==> config.mk <==
export PLATFORM = sky130hd
export DESIGN_NAME = instr_fetch_unit_flat
export DESIGN_NICKNAME = d
export VERILOG_FILES = /design/src/rtl/riscv_pkg.sv /design/src/rtl/instr_fetch_unit_if.sv /design/src/rtl/instr_fifo.sv /design/src/rtl/instr_fetch_unit.sv /design/src/flat_wrapper.sv
export SDC_FILE = /design/constraint.sdc
export NUM_CORES = 1
export LEC_CHECK = 0
export ABC_AREA = 1
export CAP_MARGIN = 30
export CORE_UTILIZATION = 55
export CTS_CLUSTER_DIAMETER = 200
export DETAILED_ROUTE_END_ITERATION = 10
export PLACE_DENSITY = 0.79
export SYNTH_ARGS = -nofsm -noshare
export SYNTH_HDL_FRONTEND = slang
export SYNTH_SLANG_ARGS = --single-unit
==> constraint.sdc <==
create_clock -name clk -period 6.27 [get_ports clk]
set_clock_uncertainty 0.15 [all_clocks]
set_input_delay 1.254 -clock clk [delete_from_list [all_inputs] [get_ports clk]]
set_output_delay 1.254 -clock clk [all_outputs]
set_load 0.01 [all_outputs]
==> src/rtl/riscv_pkg.sv <==
// Shared RV32I front-end types: widths, PC step, reset PC, fetch FSM states.
// IFU_MISALIGN_CHECK_EN adds the FAULT state to the fetch FSM.
package riscv_pkg;

   localparam int XLEN    = 32;
   localparam int INSTR_W = 32;

   localparam logic [XLEN-1:0] PC_STEP          = 32'd4;
   localparam logic [XLEN-1:0] RESET_PC_DEFAULT = 32'h0000_0000;

`ifdef IFU_MISALIGN_CHECK_EN
   typedef enum logic {
      FETCH_RUN,
      FETCH_FAULT
   } fetch_state_e;
`else
   typedef enum logic {
      FETCH_RUN
   } fetch_state_e;
`endif

   typedef struct packed {
      logic [XLEN-1:0]    pc;
      logic [INSTR_W-1:0] word;
   } fetch_entry_t;

endpackage

==> src/rtl/instr_fetch_unit_if.sv <==
// Instruction memory bus: request address channel plus in-order response.
// master = fetch unit, slave = instruction memory.
interface instr_fetch_unit_if;
   import riscv_pkg::*;

   logic               imem_req_valid;
   logic               imem_req_ready;
   logic [XLEN-1:0]    imem_addr;
   logic               imem_resp_valid;
   logic [INSTR_W-1:0] imem_resp_data;

   modport master (
      output imem_req_valid,
      output imem_addr,
      input  imem_req_ready,
      input  imem_resp_valid,
      input  imem_resp_data
   );

   modport slave (
      input  imem_req_valid,
      input  imem_addr,
      output imem_req_ready,
      output imem_resp_valid,
      output imem_resp_data
   );

endinterface

==> src/rtl/instr_fifo.sv <==
// Instruction buffer FIFO with flush; head output is registered state only.
// Output data reads as zero while the FIFO is empty.
module instr_fifo #(
   parameter int DEPTH = 4,
   parameter int WIDTH = 64
) (
   input  logic                         clk,
   input  logic                         reset,
   input  logic                         flush,
   input  logic                         push,
   input  logic [WIDTH-1:0]             din,
   input  logic                         pop,
   output logic [WIDTH-1:0]             dout,
   output logic                         valid,
   output logic [$clog2(DEPTH+1)-1:0]   count
);

   localparam int PTR_W = $clog2(DEPTH);
   localparam int CNT_W = $clog2(DEPTH + 1);

   logic [WIDTH-1:0] mem_q [DEPTH];
   logic [WIDTH-1:0] mem_d [DEPTH];
   logic [PTR_W-1:0] wr_ptr_q, wr_ptr_d;
   logic [PTR_W-1:0] rd_ptr_q, rd_ptr_d;
   logic [CNT_W-1:0] count_q, count_d;
   logic             do_push, do_pop;

   assign valid   = (count_q != '0);
   assign do_push = push && (count_q != CNT_W'(DEPTH));
   assign do_pop  = pop && valid;
   assign dout    = valid ? mem_q[rd_ptr_q] : '0;
   assign count   = count_q;

   // Pointer/count/storage update; flush empties the buffer outright.
   always_comb begin
      mem_d    = mem_q;
      wr_ptr_d = wr_ptr_q;
      rd_ptr_d = rd_ptr_q;
      count_d  = count_q;
      if (flush) begin
         wr_ptr_d = '0;
         rd_ptr_d = '0;
         count_d  = '0;
      end else begin
         if (do_push) begin
            mem_d[wr_ptr_q] = din;
            wr_ptr_d        = wr_ptr_q + PTR_W'(1);
         end
         if (do_pop) begin
            rd_ptr_d = rd_ptr_q + PTR_W'(1);
         end
         count_d = count_q + CNT_W'(do_push) - CNT_W'(do_pop);
      end
   end

   // Control registers with synchronous reset.
   always_ff @(posedge clk) begin
      if (reset) begin
         wr_ptr_q <= '0;
         rd_ptr_q <= '0;
         count_q  <= '0;
      end else begin
         wr_ptr_q <= wr_ptr_d;
         rd_ptr_q <= rd_ptr_d;
         count_q  <= count_d;
      end
   end

   // Storage needs no reset: reads are gated by the count.
   always_ff @(posedge clk) begin
      mem_q <= mem_d;
   end

endmodule

==> src/rtl/instr_fetch_unit.sv <==
// RV32I fetch unit: PC, credit-limited imem requests, discard on redirect.
// IFU_MISALIGN_CHECK_EN: misaligned redirect target traps into sticky FAULT.
module instr_fetch_unit
   import riscv_pkg::*;
#(
   parameter logic [XLEN-1:0] RESET_PC   = RESET_PC_DEFAULT,
   parameter int              FIFO_DEPTH = 4
) (
   input  logic                  clk,
   input  logic                  reset,
   instr_fetch_unit_if.master    imem,
   output logic                  instr_valid,
   output logic [INSTR_W-1:0]    instr,
   output logic [XLEN-1:0]       instr_pc,
   input  logic                  decoder_ready,
   input  logic                  redirect_valid,
   input  logic [XLEN-1:0]       redirect_pc,
   output logic                  fetch_fault
);

   localparam int CNT_W = $clog2(FIFO_DEPTH + 1);
   localparam int SUM_W = CNT_W + 1;

   fetch_state_e     state_q, state_d;
   logic [XLEN-1:0]  fetch_pc_q, fetch_pc_d;
   logic [XLEN-1:0]  resp_pc_q, resp_pc_d;
   logic [CNT_W-1:0] inflight_q, inflight_d;
   logic [CNT_W-1:0] discard_q, discard_d;
   logic [CNT_W-1:0] fifo_count;
   logic [XLEN-1:0]  target;
   logic             run, credit_ok, req_fire;
   logic             push, pop, flush, fifo_valid;
   fetch_entry_t     push_entry, head;

   assign run       = (state_q == FETCH_RUN);
   assign credit_ok = (SUM_W'(fifo_count) + SUM_W'(inflight_q))
                      < SUM_W'(FIFO_DEPTH);

   assign imem.imem_req_valid = run && !reset && !redirect_valid && credit_ok;
   assign imem.imem_addr      = fetch_pc_q;
   assign req_fire = imem.imem_req_valid && imem.imem_req_ready;

`ifdef IFU_MISALIGN_CHECK_EN
   assign target      = redirect_pc;
   assign fetch_fault = (state_q == FETCH_FAULT);
`else
   assign target      = redirect_pc & ~XLEN'(3);
   assign fetch_fault = 1'b0;
`endif

   assign push_entry.pc   = resp_pc_q;
   assign push_entry.word = imem.imem_resp_data;

   assign instr_valid = fifo_valid && run;
   assign instr       = head.word;
   assign instr_pc    = head.pc;
   assign pop         = instr_valid && decoder_ready;

   // Fetch FSM, credit tracking and stale-response discard.
   always_comb begin
      state_d    = state_q;
      fetch_pc_d = fetch_pc_q;
      resp_pc_d  = resp_pc_q;
      discard_d  = discard_q;
      push       = 1'b0;
      flush      = 1'b0;
      inflight_d = inflight_q + CNT_W'(req_fire)
                 - CNT_W'(imem.imem_resp_valid);
      unique case (state_q)
         FETCH_RUN: begin
            if (req_fire) begin
               fetch_pc_d = fetch_pc_q + PC_STEP;
            end
            if (imem.imem_resp_valid) begin
               if (discard_q != '0) begin
                  discard_d = discard_q - CNT_W'(1);
               end else begin
                  push      = 1'b1;
                  resp_pc_d = resp_pc_q + PC_STEP;
               end
            end
            if (redirect_valid) begin
               flush      = 1'b1;
               push       = 1'b0;
               fetch_pc_d = target;
               resp_pc_d  = target;
               discard_d  = inflight_d;
`ifdef IFU_MISALIGN_CHECK_EN
               if (redirect_pc[1:0] != 2'b00) begin
                  state_d = FETCH_FAULT;
               end
`endif
            end
         end
`ifdef IFU_MISALIGN_CHECK_EN
         FETCH_FAULT: begin
            flush = 1'b1;
         end
`endif
         default: begin
            state_d = state_q;
         end
      endcase
   end

   // State and counter registers.
   always_ff @(posedge clk) begin
      if (reset) begin
         state_q    <= FETCH_RUN;
         fetch_pc_q <= RESET_PC;
         resp_pc_q  <= RESET_PC;
         inflight_q <= '0;
         discard_q  <= '0;
      end else begin
         state_q    <= state_d;
         fetch_pc_q <= fetch_pc_d;
         resp_pc_q  <= resp_pc_d;
         inflight_q <= inflight_d;
         discard_q  <= discard_d;
      end
   end

   instr_fifo #(
      .DEPTH (FIFO_DEPTH),
      .WIDTH ($bits(fetch_entry_t))
   ) u_fifo (
      .clk   (clk),
      .reset (reset),
      .flush (flush),
      .push  (push),
      .din   (push_entry),
      .pop   (pop),
      .dout  (head),
      .valid (fifo_valid),
      .count (fifo_count)
   );

endmodule

==> src/flat_wrapper.sv <==
// flat-port wrapper written by rule: the top's interface ports become plain ports
module instr_fetch_unit_flat import riscv_pkg::*;
#(
   parameter logic [XLEN-1:0] RESET_PC   = RESET_PC_DEFAULT,
   parameter int              FIFO_DEPTH = 4
)
  (clk, reset, instr_valid, instr, instr_pc, decoder_ready, redirect_valid, redirect_pc, fetch_fault, imem_imem_req_valid, imem_imem_addr, imem_imem_req_ready, imem_imem_resp_valid, imem_imem_resp_data);
  instr_fetch_unit_if imem_i ();
  input  logic clk;
  input  logic reset;
  output logic instr_valid;
  output logic [INSTR_W-1:0] instr;
  output logic [XLEN-1:0] instr_pc;
  input  logic decoder_ready;
  input  logic redirect_valid;
  input  logic [XLEN-1:0] redirect_pc;
  output logic fetch_fault;
  output wire logic [$bits(imem_i.imem_req_valid)-1:0] imem_imem_req_valid;
  output wire logic [$bits(imem_i.imem_addr)-1:0] imem_imem_addr;
  input wire logic [$bits(imem_i.imem_req_ready)-1:0] imem_imem_req_ready;
  input wire logic [$bits(imem_i.imem_resp_valid)-1:0] imem_imem_resp_valid;
  input wire logic [$bits(imem_i.imem_resp_data)-1:0] imem_imem_resp_data;
  assign imem_imem_req_valid = imem_i.imem_req_valid;
  assign imem_imem_addr = imem_i.imem_addr;
  assign imem_i.imem_req_ready = imem_imem_req_ready;
  assign imem_i.imem_resp_valid = imem_imem_resp_valid;
  assign imem_i.imem_resp_data = imem_imem_resp_data;
  instr_fetch_unit #(.RESET_PC(RESET_PC), .FIFO_DEPTH(FIFO_DEPTH)) u_core (.clk(clk), .reset(reset), .imem(imem_i), .instr_valid(instr_valid), .instr(instr), .instr_pc(instr_pc), .decoder_ready(decoder_ready), .redirect_valid(redirect_valid), .redirect_pc(redirect_pc), .fetch_fault(fetch_fault));
endmodule
==> impl.org, run 1 <==
** Status
- Status :: completed

** Global routing
- In the global route stage, met1 resource usage came out at between 30% and 40%.
- After global routing, the most crowded layer is met2.
- Largest net degree at the start of global routing :: 83
- Vias in the first global route :: 10,810
- Global routing met2 resource utilization :: 43.12%
- Overflow left after global routing :: 0
- Global routing used 4.444% of the available met3 tracks.
- The number of antenna violations at the first check in global routing came to 0.
- All-Layer GR Usage :: 26.01%
- Global-route wire length before repair :: 54,540 um

** Floorplanning
- Area of the die :: 0.02666 sq mm
- Die outline height :: 163.3 um
- Cell row count :: 58
- The core region is ~0.025 sq mm.
- The die is 163.3 um wide.
- For this design the top-level I/O count stands at 169.
- The initial utilization of the core area, before any placement, comes to 56.48%.

** Clock tree
- Clock latency of the later-clocked register in the worst-skew pair :: between 0.5 and 0.6 ns
- Clock-pin slew was measured on the worst setup and hold paths at 0.06 ns.
- Buffers inserted during clock tree synthesis total 31.
- Clk buf depth :: 3
- Resize count post-CTS :: 0
- After clock tree synthesis, the setup repair step added 0 buffers.
- Post-CTS Hold Fix Bufs :: 0
- For this design, the sink count on the clock tree is 321.
- Cell at the root of the clock tree :: clkbuf_16
- H-tree lvl count :: 1
- Clock tree from TritonCTS :: done

** Power and ir drop
- Overall power consumption after layout is estimated at about 4.7 mW.
- Reported leakage power :: 6.147 nW
- Total power density per cell area :: 274.5 mW/mm^2
- VDD IR max :: about 0.00022 V

** Place
- Once placement finished, the instance area stood at 0.01622 sq mm.
- Routability-driven placement finished with a final weighted congestion of 0.9180.
- Setup WS pre-CTS :: 1.487 ns
- Count of buffers from port buffering :: 161
- Detailed Place HPWL :: roughly 22,000 um

** Setup path
- Cell family contributing the most delay on the critical path :: buffers and inverters
- In this run the number of cells on the critical path is 5.
- Buf+Inv Stages, Crit Path :: 3
- STA classifies the critical path endpoint as an output pin.
- R2R depth :: 9
- Arrival time worst endpoint :: approximately 3.3 ns
- The critical path in this run is classified as flop to output pin.
- STA classifies the critical path startpoint as a flop.
- CP max-delay cell :: buf_4
- Along the worst path, the maximum fanout reaches 82.
- Walking the worst path, the cells encountered are inv_2 -> buf_4 -> o21ai_0 -> a21oi_1 -> clkdlybuf4s50_1.
- Worst Path Required :: 4.87 ns
- On the worst path, the slowest cell contributes a delay of between 0.7 and 0.8 ns.

** Synth
- The synthesized design devotes to its leading area cell type 52.06% of total area.
- Sequential area share after synthesis :: roughly 62%
- Counting flops and latches in the post-synthesis netlist gives approximately 320.
- In this run, synthesis inferred 248 flip-flops with an integrated enable.
- Share of synthesized flip-flops with an asynchronous set or reset :: 0%
- Number of different library cells in the post-synthesis netlist :: 37
- The Yosys step of the flow raised 0 warnings.
- Dividing the synthesized area by the synthesized cell count gives 9.404 sq um.
- Biggest area consumer among synthesized cells :: edfxtp_1
- Synthesized area :: 0.01430 sq mm
- Most used DFF post-synth :: edfxtp_1
- Top area cells in the synthesized netlist :: edfxtp_1 (52%), dfxtp_1 (10%), nor2_1 (9.4%)
- The cell count after synthesis came out at roughly 1,500.

** Finish
- Commonest cells after routing, fill and taps aside :: nor2_1 (355), edfxtp_1 (248), nand2_1 (226)
- Post-layout nets :: 1,750
- The repair_antennas step left the layout with diodes totalling 0.
- After routing the design area is about 0.017 sq mm.
- Layout area overhead :: 20.11%
- The library cell used most frequently in the layout, excluding fill and tap cells, is nor2_1.
- Share of cells above drive strength 1 :: under 10%

** STA
- The count of pins over their slew limit came to 0.
- Final setup TNS :: 0 ns
- Across all setup checks in the final design, the least slack found is 1.595 ns.
- Worst Max-Slew Pin Slew :: 0.8989 ns
- Measured against its own limit, the worst slew margin works out to 39.93%.
- The number of endpoints with negative hold slack in the final report came to 0.
- Count of endpoints failing setup in the final report :: 0
- Based on the critical path, the design can be clocked at up to between 200 and 250 MHz.
- Fin crit share :: between 70% and 80%
- Minimum clock period after layout :: 4.675 ns
- Setup repair after global routing missed its margin :: no

** Route
- DRT antenna net count :: 0
- Routed vias :: 11,330
- Before antenna repair, the detailed router went through 5 iterations.
- Remaining design rule violation count :: 0
- After detailed routing, the total wire length is 35,140 um.
- Vias/cell :: about 5.6
- Detailed Route Iter0 Violations :: 961
- Dividing the detail-routed wire length by the instance count gives 17.41 um.

** Flow run
- Max-cap violations :: 0

** Min path
- Worst hold path cell count :: 2
- The path class of the tightest hold or removal check is flop to flop.
-- routing by layer --
layer	routed length [um]	up-vias
li1	-	5408
met1	14110	5306
met2	16670	533
met3	3235	84
met4	1132	0
met5	0	-
-- path summary, 6_finish.rpt --
| path | endpoint | slack [ns] | startpoint |
|---|---|---|---|
| max | instr[13] | 1.60 | u_core.u_fifo.rd_ptr_q[0]$_SDFFE_PP0P_ |
| min | u_core.u_fifo.wr_ptr_q[1]$_SDFFE_PP0N_ | 0.40 | u_core.u_fifo.wr_ptr_q[1]$_SDFFE_PP0N_ |
| max reg2reg | u_core.u_fifo.mem_q[190]$_DFFE_PP_ | 2.75 | u_core.discard_q[0]$_SDFFE_PP0P_ |
| min reg2reg | u_core.u_fifo.wr_ptr_q[1]$_SDFFE_PP0N_ | 0.40 | u_core.u_fifo.wr_ptr_q[1]$_SDFFE_PP0N_ |
-- cell families after synthesis --
logic type | after synthesis | share of synthesized area [%]
and+or+nand+nor | 673 | 18.87
DFF | 321 | 62.28
AOI/OAI and AO/OA | 315 | 11.31
buffers and inverters | 180 | 5.091
adders and majority gates | 16 | 1.505
xor gates and xnor gates | 15 | 0.9185
other | 1 | 0.02622
-- synthesized netlist by cell type (3+ instances only) --
master	number
a21oi_1	125
a31oi_1	10
buf_1	14
buf_2	12
buf_4	6
clkbuf_1	38
dfxtp_1	73
edfxtp_1	248
ha_1	14
inv_1	103
inv_2	4
nand2_1	226
nand3_1	57
nand3b_1	3
nand4_1	9
nor2_1	359
nor2_2	4
nor3_1	4
o211ai_1	5
o21ai_0	166
o22ai_1	6
or2_2	3
xor2_1	13
-- flip-flops by register name, summed over array words and instances (netlist names) --
signal                  count
u_core.inflight_q           3
u_core.imem.imem_addr      30
u_core.u_fifo.rd_ptr_q      2
u_core.u_fifo.wr_ptr_q      2
u_core.u_fifo.count         3
u_core.resp_pc_q           30
u_core.discard_q            3
u_core.u_fifo.mem_q       248
-- area by class of cell --
type	instances	area, sq um
fillers	1894	8147
multi-input cells	1024	4718
repair buffers	178	1772
clock buffers	41	843.3
clock inverters	16	115.1
inverters	108	405.4
well taps	330	412.9
flip-flops and latches	321	8914
-- through the flow --
step / hold WS (ns) / utilization (%) / instances
6_report: 0.3962 / 67.83 / 2018
5_1_grt: 0.4332 / 67.83 / 2018
4_1_cts: 0.3982 / 67.83 / 2018
3_5_place_dp: 0.3807 / 64.05 / 1961
3_3_place_gp: 0.3686 / 63.97 / 1960
2_1_floorplan: 0.3326 / - / 1525
-- worst reg2reg max path, cell delays in order (launching register included) --
cell	delay, ns
dfxtp_1	0.31
inv_1	0.10
ha_1	0.16
nand2_1	0.07
nor2_1	0.13
nand2_1	0.18
inv_1	0.43
nand2_1	0.44
nor2_4	0.75
buf_4	0.47
-- power breakdown --
group | switching, mW | total [mW] | leakage [nW] | internal (mW)
logic | 0.299 | 0.513 | 2.82 | 0.214
clock network | 0.776 | 1.76 | 0.468 | 0.985
registers | 0.0702 | 2.44 | 2.86 | 2.37
(Power assumes the default switching activity.)
==> run 2, diff against run 1 <==
--- a/config.mk
+++ b/config.mk
@@ -7,10 +7,10 @@
 export LEC_CHECK = 0
 export ABC_AREA = 1
 export CAP_MARGIN = 30
-export CORE_UTILIZATION = 55
+export CORE_UTILIZATION = 51
 export CTS_CLUSTER_DIAMETER = 200
 export DETAILED_ROUTE_END_ITERATION = 10
-export PLACE_DENSITY = 0.79
+export PLACE_DENSITY = 0.77
 export SYNTH_ARGS = -nofsm -noshare
 export SYNTH_HDL_FRONTEND = slang
 export SYNTH_SLANG_ARGS = --single-unit
==> constraint.sdc (replaced) <==
create_clock -name clk -period 3.9 [get_ports clk]
set_clock_uncertainty 0.15 [all_clocks]
set_input_delay 0.78 -clock clk [delete_from_list [all_inputs] [get_ports clk]]
set_output_delay 0.78 -clock clk [all_outputs]
set_load 0.01 [all_outputs]
==> impl.org, run 2 (synthesis results as in run 1) <==
** Global routing
- Entering global routing, the biggest net connects 79 pins.
- The number of global-route vias before repair came to 10,760.
- Routing layer with the top usage in global route :: met2
- The total overflow left after global routing is 0.
- GR Layer Usage met3 :: between 4 and 5%
- Global routing met2 resource utilization :: 40.69%
- Global-route wire length before repair :: 55,240 um
- Global routing used 32.33% of the available met1 tracks.
- Global routing used between 20 and 25% of the available tracks.
- Initial antenna violation count :: 0

** STA
- Fin crit share :: 91.76%
- Achievable Freq :: around 280 MHz
- Worst Max-Slew Pin Slew :: between 0.8 and 0.9 ns
- Setup slack on the critical path of the routed design comes to roughly 0.32 ns.
- Final setup TNS :: 0 ns
- The number of endpoints with negative hold slack in the final report is 0.
- Minimum clock period after layout :: 3.579 ns
- Setup repair after global routing left no endpoint under its margin.
- Relative slew margins :: 46.63%
- The count of pins over their slew limit came to 0.
- Setup violations remaining at the end of the flow were counted as 0.

** Clock tree
- Clock latency of the later-clocked register in the worst-skew pair :: 0.56 ns
- For this design, the CTS-stage hold fixing added 0 buffers.
- The tree is rooted in a clkbuf_16.
- Number of buffers inserted during clock tree synthesis :: 31
- Resize count post-CTS :: 0
- Clock transition at the register clock pins on the worst setup and hold paths after CTS :: 0.06 ns
- H-tree lvl count :: 1
- Num Clock Sinks :: 321
- Buffer count from post-CTS setup fixing :: 0
- TritonCTS built the clock tree.
- Clk buf depth :: 3

** Finish
- The register with the most flip-flops in the layout has 248 of them.
- Most flops, register :: u_core.u_fifo.mem_q
- The number of antenna diodes in the final layout is 0.
- In the final design database the tool counted ~1,800 nets.
- Of the cells placed in the final design, the portion with a size suffix greater than 1 is 5.771%.
- The library cells used most frequently in the layout, excluding fill and tap cells, are nor2_1 (355), edfxtp_1 (248), nand2_1 (226).
- Layout area overhead :: 21.85%
- Commonest non-fill, non-tap cell in the layout :: nor2_1
- The layout has 2,117 filler cells.

** Route
- The first routing iteration left between 900 and 1,000 violations.
- Dividing the detail-routed via count by the number of cells gives 5.394.
- The routed design has between 30,000 and 40,000 um of wire.
- Routed vias :: 11,170
- The first detailed-routing pass ran for 5 iterations.
- For this run, design rule violations remaining after detail routing come to 0.
- DRT antenna net count :: 0
- Routed length per instance :: between 15 and 20 um

** Floorplanning
- The floorplan step set the die width to 169.5 um.
- The total area inside the core boundary comes to 0.02725 sq mm.
- The die covers 0.02872 sq mm.
- Starting density of the core :: 52.49%
- During I/O placement, the number of pins put on the boundary was between 150 and 200.
- Cell row count :: 60
- Die outline height :: 169.5 um

** Power and ir drop
- Cell internal power was estimated by the tool at 5.844 mW.
- Power spread over the standard cell area amounts to 440.2 mW/mm^2.
- Of the total power, the share spent switching nets is a little under a quarter.
- VDD IR max :: 0.0003738 V
- Combinational cells account for a little over a tenth of the total power.
- P_sw :: 1.829 mW
- The analysis attributes to cell leakage a power of between 6 and 7 nW.
- The share of total power dissipated in sequential elements is 51.2%.
- The share of total power dissipated in the clock network is 37.8%.

** Place
- Before CTS, the worst setup slack after placement is 0.5557 ns.
- The HPWL after detailed placement is 22,180 um.
- Count of buffers from port buffering :: 161
- Routability-driven placement finished with a final weighted congestion of 0.9368.

** Setup path
- The worst register-to-register path has a setup slack of approximately 1.3 ns.
- At the worst endpoint, the arrival time is 2.65 ns.
- Worst setup path end :: instr_pc[22]
- The worst setup path is of the flop to output pin kind.
- Worst Path Required :: around 3 ns
- The most critical setup path has its startpoint at u_core.u_fifo.rd_ptr_q[0]$_SDFFE_PP0P_.
- In this run the critical register-to-register path is launched from u_core.discard_q[0]$_SDFFE_PP0P_.
- For the worst flop-to-flop path, the logic depth is 14.
- The worst setup path is launched from a flop.
- STA classifies the critical path endpoint as an output pin.
- Reg2reg end :: u_core.u_fifo.count[2]$_SDFF_PP0_
- Critical Path Fanout Max :: 33

** Flow run
- The tool flagged a number of max-cap violations equal to 0.

** Min path
- Worst min-delay path class :: flop to flop

** Status
- The run finished with clean final reports.
run 2: changes by cell type in the layout (fill, tap and decap cells not counted), moves of 2 or more:
cell,before,now
bufinv_16,1,3
clkbuf_1,7,4
clkbuf_8,3,1
clkinv_4,3,1
clkinv_2,4,6
clkinvlp_4,1,3
buf_12,3,10
buf_4,14,17
run 2: final cells by class:
cell class	count	area [sq um]	share of cell area, %
timing repair buffer	188	1934	11.10
clock buffer	36	804.5	4.616
tap	372	465.4	2.670
clock inverter	21	187.7	1.077
sequential	321	8914	51.14
multi-input combinational	1024	4718	27.07
inverter	108	405.4	2.326
run 2: worst min path at each step:
stage | start | to | slack [ns] | cells after the start
6_report | u_core.imem.imem_addr[6]$_SDFFE_PP0P_ | u_core.imem.imem_addr[6]$_SDFFE_PP0P_ | 0.40 | 2
5_1_grt | u_core.resp_pc_q[5]$_SDFFE_PP0P_ | u_core.u_fifo.mem_q[165]$_DFFE_PP_ | 0.43 | 0
4_1_cts | u_core.imem.imem_addr[6]$_SDFFE_PP0P_ | u_core.imem.imem_addr[6]$_SDFFE_PP0P_ | 0.39 | 2
3_5_place_dp | u_core.imem.imem_addr[6]$_SDFFE_PP0P_ | u_core.imem.imem_addr[6]$_SDFFE_PP0P_ | 0.38 | 2
3_3_place_gp | u_core.imem.imem_addr[4]$_SDFFE_PP0P_ | u_core.imem.imem_addr[4]$_SDFFE_PP0P_ | 0.37 | 2
2_1_floorplan | u_core.resp_pc_q[29]$_SDFFE_PP0P_ | u_core.u_fifo.mem_q[125]$_DFFE_PP_ | 0.33 | 0
run 2: worst max-delay path, cell delays in order, from the launching register on:
cell and delay [ns]:
dfxtp_4 0.43, inv_2 0.33, buf_12 0.24, buf_4 0.20
o21ai_0 0.12, a21oi_1 0.19, clkdlybuf4s50_1 0.56
run 2: metrics by stage:
stage	hold WS (ns)	cell area [sq um]	total power [mW]	utilization, %	std cells
floorplan	0.3326	14320	4.417	-	1525
global placement	0.3707	16440	4.806	60.32	2013
detailed placement	0.3809	16440	4.833	60.32	2013
CTS	0.3930	17430	7.704	63.96	2070
global route	0.4307	17430	7.941	63.96	2070
finish	0.3969	17430	7.673	63.96	2070
run 2: power groups by stage:
stage	registers, mW	logic [mW]	clock network [mW]
3_5_place_dp	4.00	0.836	0
5_1_grt	3.94	0.937	3.06
2_1_floorplan	3.97	0.445	0
6_report	3.93	0.843	2.90
4_1_cts	3.93	0.842	2.94
3_3_place_gp	3.99	0.815	0
run 2: per-layer routing:
metal | routed length, um | vias up
met3 | 3069 | 88
met1 | 14490 | 5109
met2 | 16220 | 540
li1 | - | 5429
met5 | 0 | -
met4 | 1098 | 0
==> run 3, diff against run 2 <==
--- a/config.mk
+++ b/config.mk
@@ -7,10 +7,11 @@
 export LEC_CHECK = 0
 export ABC_AREA = 1
 export CAP_MARGIN = 30
-export CORE_UTILIZATION = 51
+export CORE_UTILIZATION = 26
 export CTS_CLUSTER_DIAMETER = 200
 export DETAILED_ROUTE_END_ITERATION = 10
-export PLACE_DENSITY = 0.77
+export HOLD_SLACK_MARGIN = 0.08
+export PLACE_DENSITY = 0.45
 export SYNTH_ARGS = -nofsm -noshare
 export SYNTH_HDL_FRONTEND = slang
 export SYNTH_SLANG_ARGS = --single-unit
==> impl.org, run 3 (synthesis results as in run 1) <==
** Clock tree
- Cell at the root of the clock tree :: clkbuf_16
- Num Clock Sinks :: 321
- The clock tree synthesis step divided the H-tree into 2 levels.
- Clock tree synthesis inserted a total of 38 buffers.
- Post-CTS Hold Fix Bufs :: 0
- Clock transition at the register clock pins on the worst setup and hold paths after CTS :: 0.05 ns
- After clock tree synthesis, the setup repair step added 0 buffers.
- Clk buf depth :: 3
- Resize count post-CTS :: 0
- Clock tree from TritonCTS :: done
- Clock latency of the later-clocked register in the worst-skew pair :: roughly 0.57 ns

** Finish
- Area occupied by multi-input gates :: approximately 0.0047 sq mm
- The number of antenna diodes in the final layout is 0.
- Share of cells above drive strength 1 :: 5.786%
- The library cell used most frequently in the layout, excluding fill and tap cells, is nor2_1.
- In the layout the commonest cells are nor2_1 (355), edfxtp_1 (248), nand2_1 (226).
- More flip-flops sit in one register than any other, and that register is u_core.u_fifo.mem_q.
- Sequential Area :: 0.008914 sq mm
- Final core occ :: 33.20%
- Flip-flop count of the largest register, all copies and words added :: 248
- Filler Cells Inserted :: 5,545
- From synthesis to final layout, the design area changed by 25.66%.
- Post-layout nets :: 1,768

** Power and ir drop
- Total power density per cell area :: about 450 mW/mm^2
- Overall power of the completed layout :: 8.078 mW
- Reported leakage power :: 6.300 nW
- IR analysis of the VDD net gives a maximum drop of between 0.0002 and 0.0003 V.

** STA
- Setup repair after global routing missed its margin :: no
- Setup violations remaining at the end of the flow were counted as 0.
- Fin worst setup slack :: around 0.24 ns
- Achievable Freq :: 273.1 MHz
- Counting I/O delays and the setup requirement, the final critical path takes between 3 and 4 ns.
- In this run the tightest slew margin relative to its limit is 53.97%.
- The count of pins over their slew limit was 0.
- Worst Max-Slew Pin Slew :: 0.6894 ns
- After layout, the worst path uses 93.90% of the clock period.
- The number of endpoints with negative hold slack in the final report came to 0.

** Floorplanning
- The die is 236.6 um tall.
- Ports :: 169
- Cell row count :: 85
- Placeable core region :: 0.05413 sq mm
- For this configuration, the core starts out at a cell density of 26.42%.
- The floorplan step defined a die boundary enclosing approximately 0.056 sq mm.
- The floorplan step set the die width to ~240 um.

** Route
- The detail route stage leaves a number of antenna-violating nets equal to 0.
- Before antenna repair, the detailed router went through 6 iterations.
- Vias/cell :: 4.589
- Detailed Route Iter0 Violations :: 645
- After detailed routing, the average wire length per cell comes to roughly 17 um.
- The final layout contains routed wiring with a total length of 41,570 um.
- Routed vias :: about 11,000
- Remaining design rule violation count :: 0

** Global routing
- Vias in the first global route :: 10,680
- The number of antenna violations at the first check in global routing came to 0.
- All-Layer GR Usage :: approximately 15%
- Entering global routing, the biggest net connects 67 pins.
- Overflow left after global routing :: 0
- Global-route wire length before repair :: between 60,000 and 70,000 um

** Setup path
- CP Cell Sequence :: inv_2 -> buf_4 -> o21ai_0 -> a21oi_1 -> clkdlybuf4s50_1
- Along the worst path, the maximum fanout reaches 58.
- WS Path Type :: flop to output pin
- Startpoint types :: flop
- Max stage delay on crit path :: 0.58 ns
- STA classifies the critical path endpoint as an output pin.
- STA puts the critical path data required time at 2.97 ns.
- Data arrives at the worst endpoint at 2.73 ns.
- For this design, the slowest cell found on the critical path is clkdlybuf4s50_1.

** Place
- At the placement stage, the worst setup path has a slack of 0.4614 ns.
- The count of buffers added on input and output ports is 161.
- Routability Congestion :: 0.8323
- After legalization and detailed placement, the total HPWL measured 26,280 um.

** Flow run
- Max-cap violations :: 0

** Min path
- Worst min-delay path class :: flop to flop

** Status
- The run finished with clean final reports.
-- run 3: per-layer routing --
metal / share of wire, % / track usage (%) / vias up
li1: - / - / 5466
met1: 47 / 19.85 / 5219
met2: 45 / 23.64 / 311
met3: 6.2 / 3.381 / 49
met4: 1.8 / 3.739 / 0
met5: 0 / 0 / -
-- run 3: layout make-up --
cell class                      count  share of cell area (%)
Tap cell                          696                   4.845
Clock buffer                       53                   5.604
Inverter                          108                   2.255
Multi-Input combinational cell   1024                   26.25
Clock inverter                     16                  0.6543
Sequential cell                   321                   49.59
Timing Repair Buffer              189                   10.80
-- run 3: worst paths after layout --
| path | endpoint | slack [ns] | cells past startpoint | from |
|---|---|---|---|---|
| worst max-delay path | instr[20] | 0.24 | 5 | u_core.u_fifo.rd_ptr_q[0]$_SDFFE_PP0P_ |
| worst min-delay path | u_core.u_fifo.wr_ptr_q[1]$_SDFFE_PP0N_ | 0.40 | 2 | u_core.u_fifo.wr_ptr_q[1]$_SDFFE_PP0N_ |
| worst max register to register | u_core.u_fifo.count[2]$_SDFF_PP0_ | 1.23 | 14 | u_core.discard_q[0]$_SDFFE_PP0P_ |
| worst min register to register | u_core.u_fifo.wr_ptr_q[1]$_SDFFE_PP0N_ | 0.40 | 2 | u_core.u_fifo.wr_ptr_q[1]$_SDFFE_PP0N_ |
-- run 3: metrics by stage --
stage               instance area, sq um  cells  hold slack [ns]  TNS [ns]
global route                       17970   2407           0.4112         0
CTS                                17970   2407           0.4002         0
floorplan                          14320   1525           0.3326   -169.25
global placement                   16850   2338           0.3729         0
detailed placement                 16850   2338           0.3926         0
finish                             17970   2407           0.4000         0
-- run 3: critical path, delay by kind of cell, from the launching register on --
family	cells	cell delay, ns
compound gates	2	0.43
flops	1	0.49
buf+inv	3	1.20
-- run 3: power breakdown --
part / switching [mW] / total (mW) / internal, mW
combinational: 0.497 / 0.856 / 0.359
clock: 1.46 / 3.29 / 1.83
sequential: 0.121 / 3.94 / 3.82
total: 2.07 / 8.08 / 6.00
